==> config.mk <==
export PLATFORM = sky130hd
export DESIGN_NAME = ysyx_22051013_clint
export DESIGN_NICKNAME = d
export VERILOG_FILES = /design/src/rtl/ysyx_22051013_clint.sv
export SDC_FILE = /design/constraint.sdc
export NUM_CORES = 1
export LEC_CHECK = 0
export ABC_AREA = 1
export CORE_ASPECT_RATIO = 0.75
export CORE_MARGIN = 8
export CORE_UTILIZATION = 57
export DETAILED_ROUTE_END_ITERATION = 8
export PLACE_DENSITY = 0.83
export SETUP_SLACK_MARGIN = 0.02
export SYNTH_ARGS = -nofsm -noshare
export SYNTH_HDL_FRONTEND = slang
export SYNTH_SLANG_ARGS = --single-unit
==> constraint.sdc <==
create_clock -name clk -period 2.6 [get_ports clk]
set_input_delay 0.65 -clock clk [delete_from_list [all_inputs] [get_ports clk]]
set_output_delay 0.65 -clock clk [all_outputs]
set_load 0.05 [all_outputs]
==> src/rtl/ysyx_22051013_clint.sv <==
// ----------------------------------------------------------------------------
// ysyx_22051013_clint -- core-local interruptor
//
// Holds a free-running mtime counter, the mtimecmp compare value and the msip
// software-interrupt bit, and exposes them as a memory-mapped responder on the
// LSU data bus. The timer interrupt is a registered level driven by
// (mtime >= mtimecmp). The software interrupt is a registered copy of msip[0].
//
// Register map (byte offset from BASE_ADDR, 8-byte aligned):
//   0x0000 msip      (bit 0 only, upper bits read as 0)
//   0x4000 mtimecmp
//   0xBFF8 mtime
//
// Ports:
//   clk            in   rising-edge clock
//   rst            in   asynchronous active-low reset
//   req_valid      in   LSU request valid
//   req_ready      out  block can accept a request (IDLE, out of reset)
//   req_wen        in   1 = store, 0 = load
//   req_addr       in   byte address
//   req_wdata      in   store data
//   req_wmask      in   store byte enables (bit i -> byte i)
//   resp_valid     out  response valid, held until resp_ready
//   resp_ready     in   LSU accepts response
//   resp_rdata     out  load data (0 for stores and unmapped loads)
//   resp_err       out  request address is not mapped
//   time_interrupt out  machine timer interrupt pending
//   soft_interrupt out  machine software interrupt pending
// ----------------------------------------------------------------------------
module ysyx_22051013_clint #(
  parameter logic [63:0] BASE_ADDR = 64'h0000_0000_0200_0000,
  parameter int unsigned TICK_DIV  = 1
) (
  input  logic        clk,
  input  logic        rst,
  input  logic        req_valid,
  output logic        req_ready,
  input  logic        req_wen,
  input  logic [63:0] req_addr,
  input  logic [63:0] req_wdata,
  input  logic [7:0]  req_wmask,
  output logic        resp_valid,
  input  logic        resp_ready,
  output logic [63:0] resp_rdata,
  output logic        resp_err,
  output logic        time_interrupt,
  output logic        soft_interrupt
);

  localparam logic [63:0] ADDR_MSIP     = BASE_ADDR;
  localparam logic [63:0] ADDR_MTIMECMP = BASE_ADDR + 64'h0000_0000_0000_4000;
  localparam logic [63:0] ADDR_MTIME    = BASE_ADDR + 64'h0000_0000_0000_BFF8;
  localparam logic [31:0] TICK_LAST     = 32'(TICK_DIV - 1);

  typedef enum logic {ST_IDLE = 1'b0, ST_RESP = 1'b1} state_e;
  typedef enum logic [1:0] {
    SEL_MSIP = 2'd0, SEL_MTIMECMP = 2'd1, SEL_MTIME = 2'd2, SEL_NONE = 2'd3
  } sel_e;

  // Replace the bytes selected by mask, keep the rest of old_v.
  function automatic logic [63:0] merge_bytes(input logic [63:0] old_v,
                                               input logic [63:0] new_v,
                                               input logic [7:0]  mask);
    logic [63:0] res;
    res = old_v;
    for (int i = 0; i < 8; i++) begin
      if (mask[i]) res[8*i +: 8] = new_v[8*i +: 8];
      else         res[8*i +: 8] = old_v[8*i +: 8];
    end
    return res;
  endfunction

  state_e      r_state;
  state_e      w_state_next;
  logic        r_req_ready;
  logic        w_req_ready_next;
  logic [63:0] r_mtime;
  logic [63:0] r_mtimecmp;
  logic        r_msip;
  logic [31:0] r_presc;
  logic [63:0] r_resp_rdata;
  logic        r_resp_err;
  logic        r_time_irq;
  logic        r_soft_irq;

  logic        w_accept;
  logic        w_tick;
  sel_e        w_sel;
  logic [63:0] w_mtime_next;
  logic [63:0] w_mtimecmp_next;
  logic        w_msip_next;
  logic [63:0] w_rdata_next;
  logic        w_err_next;

  // r_req_ready is only ever 1 while in IDLE, so it alone qualifies acceptance.
  assign w_accept = req_valid & r_req_ready;
  assign w_tick   = (r_presc == TICK_LAST);

  // Address decode against the three mapped registers.
  always_comb begin
    if      (req_addr == ADDR_MSIP)     w_sel = SEL_MSIP;
    else if (req_addr == ADDR_MTIMECMP) w_sel = SEL_MTIMECMP;
    else if (req_addr == ADDR_MTIME)    w_sel = SEL_MTIME;
    else                                w_sel = SEL_NONE;
  end

  // FSM next state; req_ready is precomputed so it is low during reset.
  always_comb begin
    w_state_next     = r_state;
    w_req_ready_next = 1'b0;
    case (r_state)
      ST_IDLE: begin
        if (w_accept) begin
          w_state_next     = ST_RESP;
          w_req_ready_next = 1'b0;
        end else begin
          w_state_next     = ST_IDLE;
          w_req_ready_next = 1'b1;
        end
      end
      ST_RESP: begin
        if (resp_ready) begin
          w_state_next     = ST_IDLE;
          w_req_ready_next = 1'b1;
        end else begin
          w_state_next     = ST_RESP;
          w_req_ready_next = 1'b0;
        end
      end
      default: begin
        w_state_next     = ST_IDLE;
        w_req_ready_next = 1'b1;
      end
    endcase
  end

  // Register access: loads see pre-edge values; a real store to mtime beats the tick.
  always_comb begin
    w_rdata_next    = 64'd0;
    w_err_next      = 1'b0;
    w_msip_next     = r_msip;
    w_mtimecmp_next = r_mtimecmp;
    w_mtime_next    = w_tick ? (r_mtime + 64'd1) : r_mtime;
    if (w_accept) begin
      case (w_sel)
        SEL_MSIP: begin
          w_rdata_next = req_wen ? 64'd0 : {63'd0, r_msip};
          w_msip_next  = (req_wen && req_wmask[0]) ? req_wdata[0] : r_msip;
        end
        SEL_MTIMECMP: begin
          w_rdata_next    = req_wen ? 64'd0 : r_mtimecmp;
          w_mtimecmp_next = req_wen ? merge_bytes(r_mtimecmp, req_wdata, req_wmask)
                                    : r_mtimecmp;
        end
        SEL_MTIME: begin
          w_rdata_next = req_wen ? 64'd0 : r_mtime;
          if (req_wen && (req_wmask != 8'h00)) begin
            w_mtime_next = merge_bytes(r_mtime, req_wdata, req_wmask);
          end else begin
            w_mtime_next = w_tick ? (r_mtime + 64'd1) : r_mtime;
          end
        end
        default: begin
          w_rdata_next = 64'd0;
          w_err_next   = 1'b1;
        end
      endcase
    end else begin
      w_rdata_next = 64'd0;
      w_err_next   = 1'b0;
    end
  end

  // FSM state and request-ready register.
  always_ff @(posedge clk or negedge rst) begin
    if (!rst) begin
      r_state     <= ST_IDLE;
      r_req_ready <= 1'b0;
    end else begin
      r_state     <= w_state_next;
      r_req_ready <= w_req_ready_next;
    end
  end

  // Timer prescaler, architectural registers and interrupt levels.
  always_ff @(posedge clk or negedge rst) begin
    if (!rst) begin
      r_presc    <= 32'd0;
      r_mtime    <= 64'd0;
      r_mtimecmp <= 64'hFFFF_FFFF_FFFF_FFFF;
      r_msip     <= 1'b0;
      r_time_irq <= 1'b0;
      r_soft_irq <= 1'b0;
    end else begin
      r_presc    <= w_tick ? 32'd0 : (r_presc + 32'd1);
      r_mtime    <= w_mtime_next;
      r_mtimecmp <= w_mtimecmp_next;
      r_msip     <= w_msip_next;
      r_time_irq <= (r_mtime >= r_mtimecmp);
      r_soft_irq <= r_msip;
    end
  end

  // Response payload, captured at the accepting edge and held through RESP.
  always_ff @(posedge clk or negedge rst) begin
    if (!rst) begin
      r_resp_rdata <= 64'd0;
      r_resp_err   <= 1'b0;
    end else if (w_accept) begin
      r_resp_rdata <= w_rdata_next;
      r_resp_err   <= w_err_next;
    end else begin
      r_resp_rdata <= r_resp_rdata;
      r_resp_err   <= r_resp_err;
    end
  end

  assign req_ready      = r_req_ready;
  assign resp_valid     = (r_state == ST_RESP);
  assign resp_rdata     = r_resp_rdata;
  assign resp_err       = r_resp_err;
  assign time_interrupt = r_time_irq;
  assign soft_interrupt = r_soft_irq;

endmodule
# After elaboration in Yosys (flattened, before gate mapping)
# Index checks and enable logic that the tools add are counted.
# op_classes
bitwise,2
n_lt_le_gt_ge,1
n_addsub,2
n_reduce_logical,15
muxes,27
n_eq_ne,13
# op_table
operator,count
$mux 64,6
$eq 64x26->1 const B,3
$pmux 64 s3,1
$add 64x1->64 const B,1
$ge 64x64->1,1
$mux 8,8
$add 32x1->32 const B,1
$logic_not 32->1,1
$mux 32,1
$ne 4x4->1 const B,8
$reduce_and 4->1,8
$reduce_bool 8->1,1
$mux 1,7
$mux 2,2
$pmux 1 s2,2
$reduce_and 3->1,1
$reduce_or 3->1,1
$eq 2x1->1 const B,1
$eq 2x2->1 const B,1
$logic_and 1x1->1,2
$logic_not 2->1,1
$and 1x1->1,1
$not 1->1,1
# totals
inputBits,141
out_inout_bits,69
register_bits,230
word_cells,84

# Logic depth before layout (Yosys ltp)
# logic_depth
word_depth,7
ltp_mapped,13
mapped_depth_nobuf,13

# Worst setup path before layout
# Ideal clock, no wire load.
# synth_timing
path_type,in2reg
from,input req_addr[5]
to,register r_mtimecmp[60]
stages,11
path_buffers,2
setup_ns,0.076
arrival_ns,2.077
slack_ns,0.447
t_required_ns,2.524
cell_sequence,or2_0 nor4_2 nand2_1 nor2_1 nand2_1 buf_6 nor2_8 nand2_4 buf_6 nand2_1 o21ai_2
# synth_between
elab_chain_cells,6
# synth_lines
element,line,text
"start, declared",39,"input logic [63:0] req_addr,"
$eq 64x26->1,103,else if (req_addr == ADDR_MTIME) w_sel = SEL_MTIME;
$mux 1,103,
$mux 2,102,else if (req_addr == ADDR_MTIMECMP) w_sel = SEL_MTIMECMP;
$mux 2 *,101,if (req_addr == ADDR_MSIP) w_sel = SEL_MSIP;
$eq 2x1->1 *,145,case (w_sel)
$reduce_and 4->1 (no line) *,--,
"end signal, assigned",197,r_mtimecmp <= w_mtimecmp_next;
"end, declared",78,logic [63:0] r_mtimecmp;
# Every way passes the cells marked *; elsewhere a longest branch is shown, timed or not.
# A chain may end at the register's enable or synchronous reset.

# Final worst setup path
# layout_timing
from,"register r_resp_rdata[0], in the netlist resp_rdata[0]"
to,output resp_rdata[0]
# layout_lines
element,line,text
"start, declared",81,logic [63:0] r_resp_rdata;
"start signal, assigned",210,r_resp_rdata <= w_rdata_next;
"start signal, assigned",213,r_resp_rdata <= r_resp_rdata;
"end, declared",44,"output logic [63:0] resp_rdata,"
# No word-level cell between the ends.

==> impl_metrics.csv <==
group,metric,value,unit
global_routing,grt_pass1_wl,84.1,mm
global_routing,grtUsageTotal,0.302,
synthesis,yosysWarnings,0,
synthesis,syn-num-nets,2600,
floorplanning,fp.coreArea,27700,µm²
routing,routed_via_density,5.53,
cts,cts.htree.levels,1,
layout,finalInstanceArea,19900,µm²
floorplanning,start_util,0.573,
power,p_clk_frac,0.456,
layout,nFillCells,2256,
global_routing,first_global_vias,16100,
synthesis,synth_area_per_cell,6.64,µm²
cts,cts_setup_buffers,0,
placement,place_inst,2982,
synthesis,muxShareOfSynthArea,0,
cts,cts_root_buf,"clkbuf_16",
timing,setup_viol,0,
power,power_frac_comb,0.108,
placement,routabilityCongestion,0.978,
floorplanning,pin_count,210,
timing,max_slew_margin,0.523,
setup_path,worst-path-stages,1,
setup_path,required,1950,ps
floorplanning,dieArea,33500,µm²
setup_path,crit_buf_inv,1,
power,ir_drop,0.438,mV
synthesis,synth_top_family_by_area,"simple AND/OR/NAND/NOR gates",
synthesis,ys_ff_latch,230,
setup_path,crit_start,"resp_rdata[0]",
timing,finalHoldViolCount,0,
outcome,status,"complete, no violations",
setup_path,rrSetupSlack,230,ps
setup_path,crit_path_end,"resp_rdata[0]",
synthesis,synth_edf_count,0,
setup_path,critPathTopFamily,"buffers and inverters",
placement,portBuffers,209,
timing,worstMarginPinSlew,709,ps
synthesis,synth_compound_area_frac,0.0781,
setup_path,setup.worst_path.start_class,"flop",
setup_path,crit_fanout,2,
setup_path,reg2reg_depth,10,
cts,cts_hold_buf,0,
layout,diodes,0,
routing,wl_per_cell,17.1,µm
setup_path,cpPeakStageDelay,850,ps
flow_run,drv_cap,0,
routing,firstDrtPassIters,8,
global_routing,grt_max_degree,65,
routing,vias,16700,
synthesis,yosys.area_share.simple,0.385,
power,p_switching,2.10,mW
synthesis,synth_flop_cell,"dfrtp_1",
power,seqPwrFrac,0.435,
placement,placed_cell_area,19000,µm²
layout,layout_common_cells,"875 x nand2_1, 264 x inv_1, 253 x nor2_1",
cts,clock_sinks,230,
timing,fmax,0.408,GHz
floorplanning,die_h,161,µm
synthesis,netlist_area,15900,µm²
synthesis,synth_xor_area_frac,0.0309,
setup_path,reg2reg_to,"r_mtime[46]",
setup_path,critPathKind,"flop to primary output",
timing,rsz0062_at_grt,"no",
cts,clk_pin_slew,60,ps
floorplanning,chipWidth,209,µm
synthesis,synth.distinct_cells,42,
worst_hold_path,hold_path_class,"primary input to async pin",
layout,layout_commonest_cell,"nand2_1",
timing,finalCriticalPeriod,2450,ps
power,swShare,0.253,
routing,ant_nets,0,
routing,wirelength,51.8,mm
timing,fin_setup_tns,0,ps
cts,numCtsBuffers,24,
routing,drc,0,
cts,clockBufferDepth,3,
routing,drtIter0Drc,1862,
placement,dpl.hpwl,40.9,mm
layout,syn_to_final_growth,25.0,%
synthesis,synthArstFlopShare,1.00,
power,p_int,6.22,mW
cts,cts_tree,"built",
setup_path,endpoint_kind,"primary output",
synthesis,syn_inst,2392,
layout,fin_nets,2859,
setup_path,reg2reg_from,"r_mtime[7]",
setup_path,crit_chain,"clkdlybuf4s50_1",
power,power.density,419,nW/µm²
floorplanning,fp-row-count,53,
synthesis,yosysSeqAreaShare,0.368,
setup_path,cp_data_arrival_time,1800,ps
synthesis,synth-adder-area-share,0.0528,
power,leakage,9.19,nW
setup_path,slowest_stage,"clkdlybuf4s50_1",
cts,insertion_delay,530,ps
timing,whs,2.78,ps
timing,finClkSkew,9.58,ps
layout,drive_gt1_frac,0.0940,
timing,fin_crit_sh,0.942,
timing,maxSlewViolCount,0,
global_routing,gr-total-overflow,0,
global_routing,antenna_found_initial,1,
layout,layoutNonFillerInstCount,3026,
[layer usage]
layer,routed length (µm),global-route usage
met4,1000,0.0630
met3,4540,0.0506
met1,23400,0.437
met5,9,0
met2,22900,0.472
[worst min path at each step]
stage | start | end | slack [ps] | cells past startpoint
floorplan | rst | r_msip | 350 | 0
global placement | r_msip | soft_interrupt | 450 | 0
detailed placement | r_mtimecmp[20] | r_mtimecmp[20] | 460 | 2
CTS | rst | r_mtime[16] | 8 | 1
global route | rst | r_mtime[16] | 20 | 1
finish | rst | r_mtime[16] | 3 | 1
[power groups by stage]
stage	combinational (mW)	clock [mW]	sequential, mW
4_1_cts	0.906	3.83	3.62
6_report	0.903	3.80	3.62
2_1_floorplan	0.282	0	3.77
3_5_place_dp	0.903	0	3.68
5_1_grt	0.976	3.96	3.62
3_3_place_gp	0.889	0	3.69
[cells in the mapped netlist, types with 2 or more instances]
master / count / share of area
a21oi_1: 35 / 0.011
and3_1: 2 / 0.00079
buf_1: 5 / 0.0012
buf_2: 13 / 0.0041
buf_4: 2 / 0.00095
buf_6: 7 / 0.0050
clkbuf_1: 45 / 0.011
clkinv_1: 2 / 0.00047
dfrtp_1: 166 / 0.26
dfstp_2: 64 / 0.11
ha_1: 67 / 0.053
inv_1: 266 / 0.063
inv_2: 2 / 0.00047
nand2_1: 877 / 0.21
nand2_2: 3 / 0.0012
nand2_4: 5 / 0.0035
nand3_1: 224 / 0.071
nand3b_1: 6 / 0.0028
nand4_1: 34 / 0.013
nor2_1: 255 / 0.060
nor3_1: 35 / 0.011
nor4_1: 11 / 0.0043
o211ai_1: 10 / 0.0047
o21ai_0: 144 / 0.045
o21ai_1: 14 / 0.0044
o21ai_2: 21 / 0.012
or2_0: 2 / 0.00079
or2_1: 2 / 0.00079
or2_2: 6 / 0.0024
xnor2_1: 17 / 0.0094
xor2_1: 39 / 0.022
[metrics by stage]
step | util | power [mW] | worst slack [ps]
CTS | 0.716 | 8.36 | 132
global placement | 0.685 | 4.58 | -208
global route | 0.716 | 8.56 | 29.6
finish | 0.716 | 8.32 | 150
floorplan | - | 4.05 | 447
detailed placement | 0.685 | 4.59 | -301
[area by class of cell]
type / count / area, µm² / share of cell area
tap: 357 / 447 / 0.0225
clock buffer: 36 / 747 / 0.0376
sequential: 230 / 5840 / 0.294
inverter: 270 / 1010 / 0.0511
timing repair buffer: 305 / 2990 / 0.151
clock inverter: 8 / 125 / 0.00630
multi-input combinational: 1820 / 8690 / 0.438
[kinds of logic (layout without fill, tap and decap cells)]
group	after synthesis	in the layout
xor gates and xnor gates	56	56
AOI/OAI and AO/OA	226	226
adders and majority gates	67	67
buffers and inverters	342	619
and+or+nand+nor	1471	1471
DFF	230	230
[registers in the layout, summed over array words and instances (netlist names), 32 cells and up]
name        flops
r_mtimecmp     64
resp_rdata     64
r_mtime        64
r_presc        32
[timing repair]
item / in CTS / in global routing
gates resized for setup: 0 / 1
endpoints found under the hold margin: 0 / 0
setup endpoints to repair: 0 / 1
No activity file was read; power rests on OpenSTA's default activity.
